[src/rtl/serial_addsub_ctrl_if.sv]
// Request/response bundle of the bit-serial add/sub sequencer.
// The master issues operands and start; the slave returns status, result and flags.
interface serial_addsub_ctrl_if #(
  parameter int WIDTH = 32
) ();
  logic             start;
  logic [WIDTH-1:0] a;
  logic [WIDTH-1:0] b;
  logic             sub;
  logic             busy;
  logic             done;
  logic [WIDTH-1:0] result;
  logic             carry_out;
  logic             overflow;
  logic             zero;

  modport master (
    output start, a, b, sub,
    input  busy, done, result, carry_out, overflow, zero
  );

  modport slave (
    input  start, a, b, sub,
    output busy, done, result, carry_out, overflow, zero
  );
endinterface

[src/rtl/serial_addsub_ctrl.sv]
// Bit-serial add/subtract: one full-adder cell is reused LSB-first for WIDTH cycles,
// with the sum collected in a right-shifting result register.
module serial_addsub_fa (
  input  logic a,
  input  logic bmux,
  input  logic cin,
  output logic sum,
  output logic co
);
  assign sum = a ^ bmux ^ cin;
  assign co  = (a & bmux) | (cin & (a ^ bmux));
endmodule

module serial_addsub_ctrl #(
  parameter int WIDTH = 32
) (
  input logic               clk,
  input logic               rst_n,
  serial_addsub_ctrl_if.slave bus
);
  localparam int CW = $clog2(WIDTH);
  localparam logic [CW-1:0] CNT_PRE  = CW'(WIDTH - 2);
  localparam logic [CW-1:0] CNT_LAST = CW'(WIDTH - 1);

  typedef enum logic [1:0] {IDLE, RUN, DONE} state_t;

  state_t           state_q;
  logic [WIDTH-1:0] a_sh_q;
  logic [WIDTH-1:0] b_sh_q;
  logic             carry_q;
  logic             msb_cin_q;
  logic [CW-1:0]    cnt_q;
  logic [WIDTH-1:0] result_q;
  logic             busy_q;
  logic             done_q;
  logic             carry_out_q;
  logic             overflow_q;
  logic             zero_q;

  logic             sum;
  logic             co;
  logic [WIDTH-1:0] result_d;

  serial_addsub_fa u_fa (
    .a    (a_sh_q[0]),
    .bmux (b_sh_q[0]),
    .cin  (carry_q),
    .sum  (sum),
    .co   (co)
  );

  assign result_d = {sum, result_q[WIDTH-1:1]};

  always_ff @(posedge clk) begin
    if (!rst_n) begin
      state_q     <= IDLE;
      a_sh_q      <= '0;
      b_sh_q      <= '0;
      carry_q     <= 1'b0;
      msb_cin_q   <= 1'b0;
      cnt_q       <= '0;
      result_q    <= '0;
      busy_q      <= 1'b0;
      done_q      <= 1'b0;
      carry_out_q <= 1'b0;
      overflow_q  <= 1'b0;
      zero_q      <= 1'b0;
    end else begin
      done_q <= 1'b0;
      case (state_q)
        IDLE: begin
          if (bus.start) begin
            // Subtraction is A + ~B + 1: invert B and seed the carry with 1.
            a_sh_q   <= bus.a;
            b_sh_q   <= bus.sub ? ~bus.b : bus.b;
            carry_q  <= bus.sub;
            cnt_q    <= '0;
            result_q <= '0;
            busy_q   <= 1'b1;
            state_q  <= RUN;
          end
        end
        RUN: begin
          result_q <= result_d;
          a_sh_q   <= a_sh_q >> 1;
          b_sh_q   <= b_sh_q >> 1;
          carry_q  <= co;
          cnt_q    <= cnt_q + 1'b1;
          if (cnt_q == CNT_PRE) begin
            msb_cin_q <= co;
          end
          if (cnt_q == CNT_LAST) begin
            // Flags are taken from the final cell outputs so they land with done.
            state_q     <= DONE;
            busy_q      <= 1'b0;
            done_q      <= 1'b1;
            carry_out_q <= co;
            overflow_q  <= msb_cin_q ^ co;
            zero_q      <= (result_d == '0);
          end
        end
        default: begin
          state_q <= IDLE;
        end
      endcase
    end
  end

  assign bus.busy      = busy_q;
  assign bus.done      = done_q;
  assign bus.result    = result_q;
  assign bus.carry_out = carry_out_q;
  assign bus.overflow  = overflow_q;
  assign bus.zero      = zero_q;
endmodule

[src/flat_wrapper.sv]
// flat-port wrapper written by rule: the top's interface ports become plain ports
module serial_addsub_ctrl_flat 
#(
  parameter int WIDTH = 32
)
  (clk, rst_n, bus_start, bus_a, bus_b, bus_sub, bus_busy, bus_done, bus_result, bus_carry_out, bus_overflow, bus_zero);
  serial_addsub_ctrl_if #(.WIDTH(WIDTH)) bus_i ();
  input logic clk;
  input logic rst_n;
  input wire logic [$bits(bus_i.start)-1:0] bus_start;
  input wire logic [$bits(bus_i.a)-1:0] bus_a;
  input wire logic [$bits(bus_i.b)-1:0] bus_b;
  input wire logic [$bits(bus_i.sub)-1:0] bus_sub;
  output wire logic [$bits(bus_i.busy)-1:0] bus_busy;
  output wire logic [$bits(bus_i.done)-1:0] bus_done;
  output wire logic [$bits(bus_i.result)-1:0] bus_result;
  output wire logic [$bits(bus_i.carry_out)-1:0] bus_carry_out;
  output wire logic [$bits(bus_i.overflow)-1:0] bus_overflow;
  output wire logic [$bits(bus_i.zero)-1:0] bus_zero;
  assign bus_i.start = bus_start;
  assign bus_i.a = bus_a;
  assign bus_i.b = bus_b;
  assign bus_i.sub = bus_sub;
  assign bus_busy = bus_i.busy;
  assign bus_done = bus_i.done;
  assign bus_result = bus_i.result;
  assign bus_carry_out = bus_i.carry_out;
  assign bus_overflow = bus_i.overflow;
  assign bus_zero = bus_i.zero;
  serial_addsub_ctrl #(.WIDTH(WIDTH)) u_core (.clk(clk), .rst_n(rst_n), .bus(bus_i));
endmodule
[config.mk]
export PLATFORM = sky130hd
export DESIGN_NAME = serial_addsub_ctrl_flat
export DESIGN_NICKNAME = d
export VERILOG_FILES = /design/src/rtl/serial_addsub_ctrl_if.sv /design/src/rtl/serial_addsub_ctrl.sv /design/src/flat_wrapper.sv
export SDC_FILE = /design/constraint.sdc
export NUM_CORES = 1
export LEC_CHECK = 0
export CORE_UTILIZATION = 45
export DETAILED_ROUTE_END_ITERATION = 12
export PLACE_DENSITY = 0.81
export REMOVE_ABC_BUFFERS = 1
export SYNTH_ARGS = -nofsm -noshare
export SYNTH_HDL_FRONTEND = slang
export SYNTH_SLANG_ARGS = --single-unit
[constraint.sdc]
create_clock -name clk -period 1.8 [get_ports clk]
set_input_delay 0.36 -clock clk [delete_from_list [all_inputs] [get_ports clk]]
set_output_delay 0.36 -clock clk [all_outputs]
set_load 0.1 [all_outputs]
==> flow_summary.yaml <==
timing:
  rsz0062_at_grt: "yes"
  relSlewSlack_pct: 40.0
  timing.final.ws_setup_ns: 0.0823
  fmax_mhz: 582
  final_hold_viol_count: 0
  worst_pin_slew_ns: 0.900
  fin_crit_ns: 1.72
  fin_tns_setup_ns: 0
  fin_worst_skew_ns: 0.00895
  setup_viol: 0
  slew_violations: 0
  fin_crit_sh_pct: 95.4
detailed_routing:
  vias: 4230
  drtAntennaViolNets: 0
  viasPerCell: 5.78
  drt_wl_total_um: 11600
  drc: 0
  drt_first_pass_iters: 5
  wl_per_cell_um: 15.8
  drtIter0Drc: 311
yosys:
  yosys_most_used_dff: "dfxtp_1"
  ys_ff_latch: 110
  synth_cell_type_count: 38
  seq_area_frac_synth_pct: 45.3
  async_flop_share_pct: 0
  synth.area.mux_share_pct: 0.412
  synthCells: 511
  synth_top_family_by_area: "compound AO/OA/AOI/OAI gates"
  synth-compound-area-share_pct: 24.6
  synth_edf_count: 0
  synthSimpleGateAreaFrac_pct: 15.5
  yosysTopAreaCellShare_pct: 45.3
  synthAdderAreaFrac_pct: 1.18
  synth-xor-area-share_pct: 5.94
  yosys.area.top_type: "dfxtp_1"
  netlist_top_cells_area: "dfxtp_1 45%, nor2_1 8.0%, o221a_2 7.2%, a222oi_1 6.4%, xor2_1 5.8%"
  synth_area_mm2: 0.00486
  yosysWarningCount: 0
  syn_area_per_cell_um2: 9.52
grt:
  antenna_found_initial: 0
  overflow: 0
  grt.total_usage_pct: 20.5
  grt_first_pass_wirelength_um: 18700
  grt_pass1_vias: 3805
  grt_start_max_net_pins: 71
setup_path:
  critical_path.max_fanout: 2
  path_class: "reg -> reg"
  startpoint_type: "flip-flop"
  crit_required_ns: 2.07
  r2r_slack_ns: 0.08
  crit_path_end_kind: "flip-flop"
  cp.arrival_ns: 1.99
cells_and_area:
  multi_input_area_mm2: 0.00234
  fillCellCount: 841
  final_cells: 732
  layout-drive-gt1-share_pct: 19.6
  seq_area_mm2: 0.00221
  n_antenna_cell: 0
  syn_to_final_growth_pct: 35.1
  fin_util_pct: 63.1
  finalNetCount: 663
clocking:
  cts_buffers: 9
  cts_tree: "done"
  ctsHoldBuffers: 0
  cts.sinks: 110
  htree_num_levels: 3
  path_clk_slew_ns: 0.11
  clkLatencyLatePin_ns: 0.36
  ctsLongestPathBuffers: 2
  clockRootBuffer: "clkbuf_8"
place:
  port_buffers: 104
  dp_hpwl_um: 7770
  gp_congestion: 0.807
  place_inst: 715
  pre_cts_slack_ns: -0.0910
power:
  ir_drop_v: 0.000431
  total_power_mw: 5.07
  power_density_mw_per_mm2: 771
  cellLeakagePower_nw: 2.55
floorplan:
  num_io_pins: 105
  die_y_um: 106
  start_util_pct: 46.7
  fp.dieArea_mm2: 0.0112
  coreArea_mm2: 0.0104
  fp-row-count: 37
  die_x_um: 106
min_path:
  hp-class: "reg -> reg"
run:
  max_cap_violations: 0
run_status:
  outcome: "complete, no violations"
[sequential cells by signal (all words and copies together) (netlist names)]
name	cells
u_core.bus.busy	1
u_core.carry_q	1
u_core.bus.done	1
u_core.state_q	2
u_core.b_sh_q	32
u_core.a_sh_q	32
u_core.bus.result	32
u_core.cnt_q	5
u_core.msb_cin_q	1
u_core.bus.carry_out	1
u_core.bus.zero	1
u_core.bus.overflow	1
[area by class of cell]
cell class	instances	share of cell area (%)
Multi-Input combinational cell	340	35.7
Sequential cell	110	33.6
Timing Repair Buffer	122	24.6
Tap cell	136	2.59
Clock buffer	9	1.88
Clock inverter	7	1.22
Inverter	8	0.457
[worst max-delay path, stage by stage, from the launching register on]
cell and delay (ns):
dfxtp_2 0.34, inv_2 0.04, fa_1 0.60, nor4b_4 0.22, nand4_1 0.16, o32ai_2 0.27
[synth_stat cells (all sizes together) (3+ instances only)]
cell	number
a22oi	35
buf	33
a222oi	31
o221a	32
xor2	32
nor2	105
and3	3
nor2b	33
ha	3
a21oi	33
inv	8
o21a	3
clkbuf	20
nor4	7
dfxtp	110
[layer usage]
| metal | vias up | share of wire, % | track usage (%) | wire, um |
|---|---|---|---|---|
| met1 | 2032 | 45 | 28.8 | 5200 |
| met2 | 158 | 47 | 32.0 | 5490 |
| li1 | 2024 | - | - | - |
| met5 | - | 0 | 0 | 0 |
| met3 | 16 | 5.9 | 2.70 | 676 |
| met4 | 0 | 1.6 | 7.84 | 189 |
[stage by stage]
stage	hold WS [ns]	instance area, um2
2_1_floorplan	0.466	4550
3_3_place_gp	0.475	6330
3_5_place_dp	0.486	6330
4_1_cts	0.518	6550
5_1_grt	0.542	6570
6_report	0.512	6570
[cell families after synthesis]
kind of cell    after synthesis
simple gates                159
compound gates              142
flops                       110
buf+inv                      61
xor+xnor                     33
fa+ha+maj                     4
mux                           2
[layout by cell type, fill, tap and decap left out, types with 4 or more instances in the layout]
| cell | count |
|---|---|
| nor2b_1 | 32 |
| dfxtp_1 | 106 |
| nor2_1 | 104 |
| inv_1 | 5 |
| xor2_1 | 32 |
| buf_4 | 12 |
| o221a_2 | 31 |
| a222oi_1 | 31 |
| dfxtp_2 | 4 |
| nor4_1 | 7 |
| buf_12 | 43 |
| clkdlybuf4s50_1 | 66 |
| a22oi_1 | 35 |
| clkbuf_8 | 9 |
| a21oi_1 | 33 |
[path summary, 6_finish.rpt]
path	from	end	cells past startpoint
hold reg to reg	u_core.b_sh_q[18]$_SDFFE_PN0P_	u_core.b_sh_q[17]$_SDFFE_PN0P_	2
hold / removal	u_core.b_sh_q[18]$_SDFFE_PN0P_	u_core.b_sh_q[17]$_SDFFE_PN0P_	2
setup / recovery	u_core.carry_q$_SDFFE_PN0P_	u_core.bus.zero$_SDFFE_PN0P_	5
setup reg to reg	u_core.carry_q$_SDFFE_PN0P_	u_core.bus.zero$_SDFFE_PN0P_	5
[power breakdown]
part	total [mW]	internal, mW	switching (mW)
Clock	1.51	0.664	0.851
Combinational	0.893	0.467	0.426
Sequential	2.66	2.57	0.0904
[timing repair]
item                       in CTS  in global routing
resized for setup               3                  6
gates cloned                    0                  0
setup buffers                   0                  1
setup endpoints to repair       1                  1
pin swaps                       1                  2
(Power assumes the default switching activity.)
